## src/rtl/uart_rx_fifo.sv

```systemverilog
// Receive buffer behind the UART receiver: captures each finished frame
// (data plus parity-error flag), acknowledges the receiver with a one-cycle
// pulse, and presents the buffered frames to the register side as a
// show-ahead FIFO.
//
// Handshakes:
//   receiver side - rx_done_i is a level that stays high until acknowledged;
//     a frame is taken on the edge where the capture FSM is idle, rx_done_i
//     is high, the FIFO is not full and no flush is requested.
//     host_read_data_o is high for exactly the one cycle after that edge, and
//     the FSM then waits for rx_done_i to drop before it can capture again.
//   read side - rd_en_i is a pop request; it takes effect only when the FIFO
//     is not empty. rd_data_o / rd_perr_o always show the head entry (0 when
//     empty).
module uart_rx_fifo #(
   parameter int DEPTH    = 16,
   parameter int DATA_W   = 8,
   parameter int AF_LEVEL = 12
) (
   input  logic                       clk,
   input  logic                       reset,
   input  logic                       rx_done_i,
   input  logic [DATA_W-1:0]          rx_data_i,
   input  logic                       parity_error_i,
   output logic                       host_read_data_o,
   input  logic                       rd_en_i,
   input  logic                       flush_i,
   output logic [DATA_W-1:0]          rd_data_o,
   output logic                       rd_perr_o,
   output logic [$clog2(DEPTH):0]     count_o,
   output logic                       empty_o,
   output logic                       full_o,
   output logic                       almost_full_o,
   output logic [1:0]                 dbg_state_o
);

   localparam int AW = $clog2(DEPTH);
   localparam int CW = AW + 1;

   typedef enum logic [1:0] {
      CAP_IDLE = 2'd0,
      CAP_ACK  = 2'd1,
      CAP_WAIT = 2'd2
   } cap_state_t;

   cap_state_t        state;
   logic [DATA_W:0]   mem [DEPTH];
   logic [AW-1:0]     wr_ptr;
   logic [AW-1:0]     rd_ptr;
   logic [CW-1:0]     count;
   logic [DATA_W:0]   head;
   logic              wr_en;
   logic              rd_fire;

   // The write decision looks only at the registered full flag, so a pop on
   // a full FIFO frees a slot that is used on the following cycle.
   assign wr_en   = (state == CAP_IDLE) && rx_done_i && !full_o && !flush_i;
   assign rd_fire = rd_en_i && !empty_o && !flush_i;

   // Capture handshake: idle -> ack pulse -> wait for the done flag to drop.
   // A flush does not interrupt an in-progress ack/wait, so the receiver is
   // always released.
   always_ff @(posedge clk) begin
      if (reset) begin
         state            <= CAP_IDLE;
         host_read_data_o <= 1'b0;
      end else begin
         case (state)
            CAP_IDLE: begin
               if (wr_en) begin
                  state            <= CAP_ACK;
                  host_read_data_o <= 1'b1;
               end
            end
            CAP_ACK: begin
               state            <= CAP_WAIT;
               host_read_data_o <= 1'b0;
            end
            CAP_WAIT: begin
               host_read_data_o <= 1'b0;
               if (!rx_done_i) state <= CAP_IDLE;
            end
            default: begin
               state            <= CAP_IDLE;
               host_read_data_o <= 1'b0;
            end
         endcase
      end
   end

   // Frame storage; contents are deliberately not reset.
   always_ff @(posedge clk) begin
      if (wr_en && !reset) mem[wr_ptr] <= {parity_error_i, rx_data_i};
   end

   // Pointers and occupancy; flush outranks both write and read.
   always_ff @(posedge clk) begin
      if (reset || flush_i) begin
         wr_ptr <= '0;
         rd_ptr <= '0;
         count  <= '0;
      end else begin
         if (wr_en)   wr_ptr <= wr_ptr + AW'(1);
         if (rd_fire) rd_ptr <= rd_ptr + AW'(1);
         case ({wr_en, rd_fire})
            2'b10:   count <= count + CW'(1);
            2'b01:   count <= count - CW'(1);
            default: count <= count;
         endcase
      end
   end

   assign head          = mem[rd_ptr];
   assign count_o       = count;
   assign empty_o       = (count == '0);
   assign full_o        = (count == CW'(DEPTH));
   assign almost_full_o = (count >= CW'(AF_LEVEL));
   assign rd_data_o     = empty_o ? '0 : head[DATA_W-1:0];
   assign rd_perr_o     = empty_o ? 1'b0 : head[DATA_W];
   assign dbg_state_o   = state;

endmodule

```

## config.mk

```make
export PLATFORM = sky130hd
export DESIGN_NAME = uart_rx_fifo
export DESIGN_NICKNAME = d
export VERILOG_FILES = /design/src/rtl/uart_rx_fifo.sv
export SDC_FILE = /design/constraint.sdc
export NUM_CORES = 1
export LEC_CHECK = 0
export BUFFER_PORTS_ARGS = -buffer_cell sky130_fd_sc_hd__buf_2
export CORE_AREA = 2 2 118 120
export DETAILED_ROUTE_END_ITERATION = 10
export DIE_AREA = 0 0 120 122
export PLACE_DENSITY = 0.67
export RECOVER_POWER = 100
export SETUP_SLACK_MARGIN = 0.2
export SLEW_MARGIN = 20
export SYNTH_ARGS = -nofsm -noshare
export SYNTH_HDL_FRONTEND = slang
export SYNTH_SLANG_ARGS = --single-unit
export TNS_END_PERCENT = 10
```

## constraint.sdc

```tcl
create_clock -name clk -period 3.2 [get_ports clk]
set_clock_uncertainty 0.1 [all_clocks]
set_input_delay 0.32 -clock clk [delete_from_list [all_inputs] [get_ports clk]]
set_output_delay 0.32 -clock clk [all_outputs]
set_load 0.005 [all_outputs]
```

==> results of run 1 <==
synth_stat cells, drive strengths merged:
cell type	number	area, µm²
o31ai	1	7.510
nand3b	2	15.01
or4	2	18.77
and4b	1	10.01
nand4	1	6.260
o21ai	2	17.52
nor2	30	115.1
fa	1	20.02
buf	14	108.9
or3	1	6.260
xor2	2	17.52
o211ai	2	28.78
nand3	3	15.01
nand2b	4	25.02
xnor2	4	35.03
mux2i	12	120.1
nor4	2	12.51
a21boi	1	11.26
nand2	9	33.78
nor4b	1	23.77
or2	2	12.51
nor3	6	45.04
mux4	36	810.8
a21o	1	7.510
ha	9	112.6
a31o	1	8.760
dfxtp	20	400.4
inv	5	18.77
clkbuf	5	22.52
nor2b	9	56.30
a211oi	20	150.1
edfxtp	144	4324
nand4b	1	8.760
a21oi	7	38.79
per-stage QoR:
stage                     utilization [%]  worst slack [ns]
after detailed placement            52.46            0.4505
after global placement              52.44            0.5431
after CTS                           56.40            0.2144
after global routing                55.44            0.1216
after floorplan                         -            0.6375
final                               55.44            0.2779
registers in the layout, indices dropped and copies added, names as in the netlist, named ones only:
name	cells
wr_ptr	4
host_read_data_o	1
dbg_state_o	2
count_o	5
mem	144
rd_ptr	4
final cells by class:
| cell class | count | area, µm² | share of cell area [%] |
|---|---|---|---|
| inverter | 5 | 18.77 | 0.2507 |
| timing repair buffer | 52 | 234.0 | 3.125 |
| multi-input combinational | 173 | 1748 | 23.35 |
| clock inverter | 9 | 87.58 | 1.170 |
| clock buffer | 22 | 444.2 | 5.932 |
| tap | 180 | 225.2 | 3.008 |
| sequential | 164 | 4730 | 63.17 |
power by group through the flow:
stage / registers [W] / clock network (W) / logic (W)
floorplan: 0.00238 / 0 / 0.0000528
global route: 0.00234 / 0.00198 / 0.000104
CTS: 0.00234 / 0.00189 / 0.000102
global placement: 0.00238 / 0 / 0.0000971
finish: 0.00234 / 0.00186 / 0.0000932
detailed placement: 0.00238 / 0 / 0.000101
worst min-delay path, cell delays in order:
cell and delay (ns):
buf_2 0.10, nand3b_1 0.07, a21oi_1 0.06
kinds of logic (layout without fill, tap and decap cells):
family | after synthesis | count (layout)
xor+xnor | 6 | 6
mux | 48 | 48
simple gates | 74 | 74
buf+inv | 24 | 88
flops | 164 | 164
fa+ha+maj | 10 | 10
compound gates | 35 | 35
layout by cell type, fill, tap and decap left out, types with 7 or more instances in the layout:
cell type	count
edfxtp_1	144
mux4_2	36
clkbuf_1	34
nor2_1	27
a211oi_1	20
dfxtp_1	18
clkbuf_16	17
mux2i_1	12
buf_2	12
nor2b_1	9
nand2_1	9
ha_1	9
clkbuf_2	7
metal layers:
metal / share of wire [%] / vias up / wire length (µm)
met5: 0 / - / 0
met4: 2.2 / 0 / 295
met3: 5.6 / 21 / 739
met2: 51 / 106 / 6750
met1: 41 / 1754 / 5364
li1: - / 1549 / -
final timing paths:
path | to | slack (ns) | cells past startpoint
max | rd_data_o[6] | 0.28 | 6
min | dbg_state_o[1]$_SDFFE_PP0P_ | 0.08 | 3
max reg2reg | count_o[4]$_SDFFE_PP0P_ | 0.41 | 9
min reg2reg | host_read_data_o$_SDFFE_PP0P_ | 0.40 | 1
==> results.toml, run 1 <==
[outcome]
status = "finished clean"

[power]
ir_worst_vdd_mv = 0.2411
p_int_w = 0.003488
power.leakage_nw = 2.348
seqPwrFrac_pct = 54.4
netSwitchingFraction_pct = 18.83
p_clk_share_pct = 43.4
cellPowerDensity_nw_per_um2 = 573.9
power_frac_comb_pct = 2.2
total_power_w = 0.004297
power_switching_w = 0.0008091

[cells_and_area]
instances_no_fill = 605
area_growth_pct = 12.33
design_area_um2 = 7487
nets = 437
n_fill_cell = 1069
drive_above_1_share_pct = 21.41
diodes = 0

[placed_design]
hpwl_um = 7975
placedCellCount = 574
gp_congestion = 0.7797
port_buffers = 33
placed_cell_area_um2 = 7084

[sta]
tightestPinTransition_ns = 0.9574
setup_viol = 0
rsz0062_at_grt = "true"
fin_crit_ns = 2.922
max_freq_mhz = 342.2
slew_headroom_pct = 35.89
period_share_pct = 91.31
setup-tns-final_ns = 0
fin_worst_hold_slack_ns = 0.08079
hold_violations = 0
finalMaxSlewViolations = 0

[logic_synthesis]
avgSynthCellArea_um2 = 18.46
synth_xor_area_share_pct = 0.7884
ys_warn_count = 0
synth_mux_area_share_pct = 13.97
synth_compound_area_share_pct = 4.055
synthSimpleGateAreaFrac_pct = 6.063
synthDistinctLibCells = 44
netlist_area_um2 = 6665
synth_top_family_by_area = "multiplexers"
ys_ff_latch = 164
syn-num-nets = 385
synth_adder_area_share_pct = 1.990
syn_inst = 361
ys_seq_area_share_pct = 70.88

[clock_tree]
insertion_delay_ns = 0.42
cts_setup_buffers = 0
clock_path_buffers = 2
cts_tree = "done"
postCtsHoldBufs = 0
cts.clk_slew.worst_paths_ns = 0.06
cts_resized = 0
clock_sinks = 164
cts_htree_levels = 4
cts_made_buffers = 17
root_buffer = "clkbuf_16"

[critical_path]
critPathTopFamily = "buffers and inverters"
critical_path_buf_inv_count = 2
critPathLaunchType = "flop"
endpoint_kind = "output port"
setup.worst_path.class = "reg2out"
cp_max_fo = 36
required_ns = 2.78
slowest_delay_ns = 0.59
path_cells = "buf_4, mux4_2, nor2b_1, a211oi_1, a211oi_1, buf_2"
r2r-start = "count_o[0]$_SDFFE_PP0P_"
worstPathArrival_ns = 2.50
cpMaxStageDelayCell = "mux4_2"
path_common_cell = "a211oi_1"

[grt]
grt-ovfl-total = 0
use_met2_pct = 32.53
busiest_layer = "met2"
first_global_vias = 3588
grt_antenna_before_repair = 0
grt_use_total_pct = 19.62
grt_max_degree = 37
use_met3_pct = 5.243
grtUsageMet1_pct = 24.56
grt_first_pass_wirelength_um = 20270

[route]
drc = 0
routed_wl_um = 13150
wl_per_cell_um = 21.74
post_drt_via_cell_ratio = 5.669
dr.pass1.iters = 4
drtAntennaViolNets = 0
drt_iter0_markers = 368
routed-via-count = 3430

[worst_hold_path]
hold_class = "in2reg"
worstHoldStart = "rx_done_i"

[floorplan]
rows = 43
dieArea_um2 = 14640
core_um2 = 13500
die_h_um = 122
fp.dieW_um = 120
io_pins = 34
start_util_pct = 49.36

[run]
maxCapViolCount = 0
Power figures use the tool's default switching activity.
==> inputs of run 2 (changes only) <==
- clock period: 3.2 -> 3.64 ns (I/O delays scaled with it)
==> results.toml, run 2 (synthesized netlist as in run 1, its figures left out) <==
[grt]
first_global_vias = 3475
grt-ovfl-total = 0
grt_max_degree = 37
grt_antenna_before_repair = 0
grt_use_total_pct = 19.34
grt_first_pass_wirelength_um = 20020

[critical_path]
worst-r2r-setup-slack_ns = 0.55
slowest_delay_ns = 0.84
critPathLaunchType = "flop"
setup.worst_path.class = "reg2out"
cpMaxStageDelayCell = "nor2_1"
path_cells = "or4_1, nor2_1, a211oi_1, clkbuf_1"
worstPathArrival_ns = 2.69
endpoint_kind = "output port"
cp_max_fo = 10
worstRegToRegCells = 5
required_ns = 3.18

[floorplan]
dieArea_um2 = 14640
io_pins = 34
rows = 43
fp.dieW_um = 120
core_um2 = 13500
die_h_um = 122
start_util_pct = 49.36

[placed_design]
post-place-ws_ns = 0.8222
gp_congestion = 0.7712
placed_cell_area_um2 = 7102
hpwl_um = 8038
port_buffers = 33

[clock_tree]
cts_resized = 0
cts_setup_buffers = 0
clock_sinks = 164
cts_made_buffers = 17
insertion_delay_ns = 0.42
clock_path_buffers = 2
cts_htree_levels = 4
root_buffer = "clkbuf_16"
cts_tree = "done"
postCtsHoldBufs = 0
cts.clk_slew.worst_paths_ns = 0.06

[sta]
rsz0062_at_grt = "false"
setup_viol = 0
tightestPinTransition_ns = 1.072
fin_worst_hold_slack_ns = 0.1195
slew_headroom_pct = 28.25
finalMaxSlewViolations = 0
max_freq_mhz = 317.0
period_share_pct = 86.67
setup-tns-final_ns = 0
fin_crit_ns = 3.155
layout_setup_ws_ns = 0.4852
hold_violations = 0

[cells_and_area]
diodes = 0
final_cell_mix = "144 x edfxtp_1, 39 x clkbuf_1, 36 x mux4_2"
largest-register = "mem"
largest_register_ff_count = 144
n_fill_cell = 1062
drive_above_1_share_pct = 20.14
design_area_um2 = 7532
nets = 438
area_growth_pct = 13.01
finish.utilization_pct = 55.78
mostFrequentLayoutCell = "edfxtp_1"

[run]
maxCapViolCount = 0

[route]
wl_per_cell_um = 20.78
post_drt_via_cell_ratio = 5.583
drtAntennaViolNets = 0
routed-via-count = 3389
routed_wl_um = 12610
drc = 0
dr.pass1.iters = 4
drt_iter0_markers = 263

[worst_hold_path]
hold_depth = 3
hold_class = "in2reg"

[outcome]
status = "finished clean"

[power]
cellPowerDensity_nw_per_um2 = 511.3
ir_worst_vdd_mv = 0.3652
power.leakage_nw = 2.351
## run 2: metal layers
metal  vias to the layer above  part of all wire (%)  global-route usage (%)
met5                         -                     0                       0
met1                      1724                    43                   25.67
met2                        96                    48                   30.18
met4                         0                   2.1                   9.559
met3                        19                   6.5                   4.682
li1                       1550                     -                       -
## run 2: power by group
part | internal (W) | switching (W) | total, W
Combinational | 0.0000269 | 0.0000543 | 0.0000813
Sequential | 0.00205 | 0.00000518 | 0.00206
Clock | 0.00106 | 0.000655 | 0.00171
## run 2: final timing paths
| check | start | endpoint |
|---|---|---|
| setup / recovery | count_o[0]$_SDFFE_PP0P_ | rd_data_o[2] |
| hold / removal | rx_done_i | dbg_state_o[1]$_SDFFE_PP0P_ |
| hold reg to reg | dbg_state_o[0]$_SDFFE_PP0P_ | host_read_data_o$_SDFFE_PP0P_ |
| setup reg to reg | dbg_state_o[1]$_SDFFE_PP0P_ | mem[8][6]$_DFFE_PP_ |
## run 2: critical path, delay by kind of cell (launching register included)
family / cells / cell delay, ns
and+or+nand+nor: 2 / 1.45
DFF: 1 / 0.37
AOI/OAI and AO/OA: 1 / 0.26
buffers and inverters: 1 / 0.18
## run 2: layout make-up
type                    instances  area (µm²)  area share (%)
clock buffers                  18       429.2           5.698
clock inverters                14       142.6           1.894
inverters                       5       18.77          0.2492
multi-input cells             173        1737           23.06
flip-flops and latches        164        4727           62.76
well taps                     180       225.2           2.990
repair buffers                 53       252.7           3.355
## run 2: metrics by stage
stage	instances	power (W)
finish	607	0.003851
global route	607	0.003972
CTS	607	0.003902
detailed placement	575	0.002185
global placement	575	0.002182
floorplan	361	0.002141
==> inputs of run 3 (changes only) <==
- BUFFER_PORTS_ARGS: -buffer_cell sky130_fd_sc_hd__buf_2 -> -buffer_cell sky130_fd_sc_hd__clkbuf_2
==> results.toml, run 3 (synthesized netlist as in run 1, its figures left out) <==
[route]
routed-via-count = 3411
drtAntennaViolNets = 0
drt_iter0_markers = 323
drc = 0
post_drt_via_cell_ratio = 5.610
routed_wl_um = 12830
dr.pass1.iters = 4
wl_per_cell_um = 21.10

[floorplan]
io_pins = 34
rows = 43
start_util_pct = 49.36
core_um2 = 13500
die_h_um = 122
dieArea_um2 = 14640
fp.dieW_um = 120

[power]
ir_worst_vdd_mv = 0.2886
cellPowerDensity_nw_per_um2 = 507.6
power.leakage_nw = 2.359
total_power_w = 0.003821

[grt]
grt_first_pass_wirelength_um = 20190
grt_max_degree = 28
grt_use_total_pct = 19.35
grt_antenna_before_repair = 0
first_global_vias = 3553
grt-ovfl-total = 0

[sta]
slew_headroom_pct = 19.39
period_share_pct = 84.99
setup_viol = 0
rsz0062_at_grt = "false"
finalMaxSlewViolations = 0
setup-tns-final_ns = 0
tightestPinTransition_ns = 1.200
hold_violations = 0
max_freq_mhz = 323.3
fin_crit_ns = 3.094

[clock_tree]
root_buffer = "clkbuf_16"
cts_resized = 0
insertion_delay_ns = 0.42
clock_path_buffers = 2
cts_made_buffers = 17
clock_sinks = 164
cts_tree = "done"
cts_setup_buffers = 0
cts.clk_slew.worst_paths_ns = 0.06
postCtsHoldBufs = 0
cts_htree_levels = 4

[cells_and_area]
finish.utilization_pct = 55.75
design_area_um2 = 7528
area_growth_pct = 12.95
diodes = 0
largest-register = "mem"
final_cell_mix = "144 x edfxtp_1, 41 x clkbuf_1, 36 x mux4_2"
largest_register_ff_count = 144
instances_no_fill = 608
drive_above_1_share_pct = 20.56
mostFrequentLayoutCell = "edfxtp_1"
nets = 439

[critical_path]
cp_max_fo = 10
path_cells = "or4_1, nor2_1, a211oi_1, clkbuf_2"
critPathLaunchType = "flop"
cp_num_cells = 4
critPathTopFamily = "simple AND/OR/NAND/NOR gates"
required_ns = 3.18
worstPathArrival_ns = 2.63
critical_path_buf_inv_count = 1
slowest_delay_ns = 0.81
worstRegToRegCells = 4
endpoint_kind = "output port"
setup.worst_path.class = "reg2out"
cpMaxStageDelayCell = "nor2_1"

[placed_design]
placed_cell_area_um2 = 7102
port_buffers = 33
placedCellCount = 576
gp_congestion = 0.7932
hpwl_um = 8075

[outcome]
status = "finished clean"

[worst_hold_path]
hold_class = "in2reg"
hold_depth = 3

[run]
maxCapViolCount = 0
## run 3: stage by stage
step / worst slack, ns / hold slack [ns]
finish: 0.5465 / 0.1148
global route: 0.3581 / 0.1384
CTS: 0.6703 / 0.1111
detailed placement: 0.8652 / 0.3885
global placement: 0.9160 / 0.4086
floorplan: 1.078 / 0.3629
## run 3: final timing paths
check	slack, ns	end	start
max	0.55	rd_perr_o	count_o[0]$_SDFFE_PP0P_
min	0.11	dbg_state_o[1]$_SDFFE_PP0P_	rx_done_i
max reg2reg	0.60	mem[6][5]$_DFFE_PP_	dbg_state_o[1]$_SDFFE_PP0P_
min reg2reg	0.40	host_read_data_o$_SDFFE_PP0P_	host_read_data_o$_SDFFE_PP0P_
## run 3: power by group
| group | leakage, nW | switching [W] | internal, W |
|---|---|---|---|
| clock | 0.281 | 0.000654 | 0.00103 |
| sequential | 1.46 | 0.00000543 | 0.00205 |
| combinational | 0.620 | 0.0000544 | 0.0000268 |
| total | 2.36 | 0.000714 | 0.00311 |
## run 3: per-layer routing
layer,track usage (%),vias up,share of wire [%]
met2,31.00,95,50
met4,8.088,0,2.2
met3,4.260,19,4.7
li1,-,1554,-
met5,0,-,0
met1,25.87,1743,44
## run 3: final cells by class
type / instances / area [µm²]
Multi-Input combinational cell: 173 / 1737
Tap cell: 180 / 225.2
Inverter: 5 / 18.77
Timing Repair Buffer: 54 / 251.5
Clock inverter: 3 / 15.01
Fill cell: 1080 / 5976
Clock buffer: 29 / 554.3
Sequential cell: 164 / 4727
## run 3: worst register-to-register path, cell delays in order (launching register included)
cell,delay (ns)
dfxtp_1,0.34
nor4b_1,0.39
o211ai_1,0.41
nor3_1,1.07
clkbuf_1,0.39
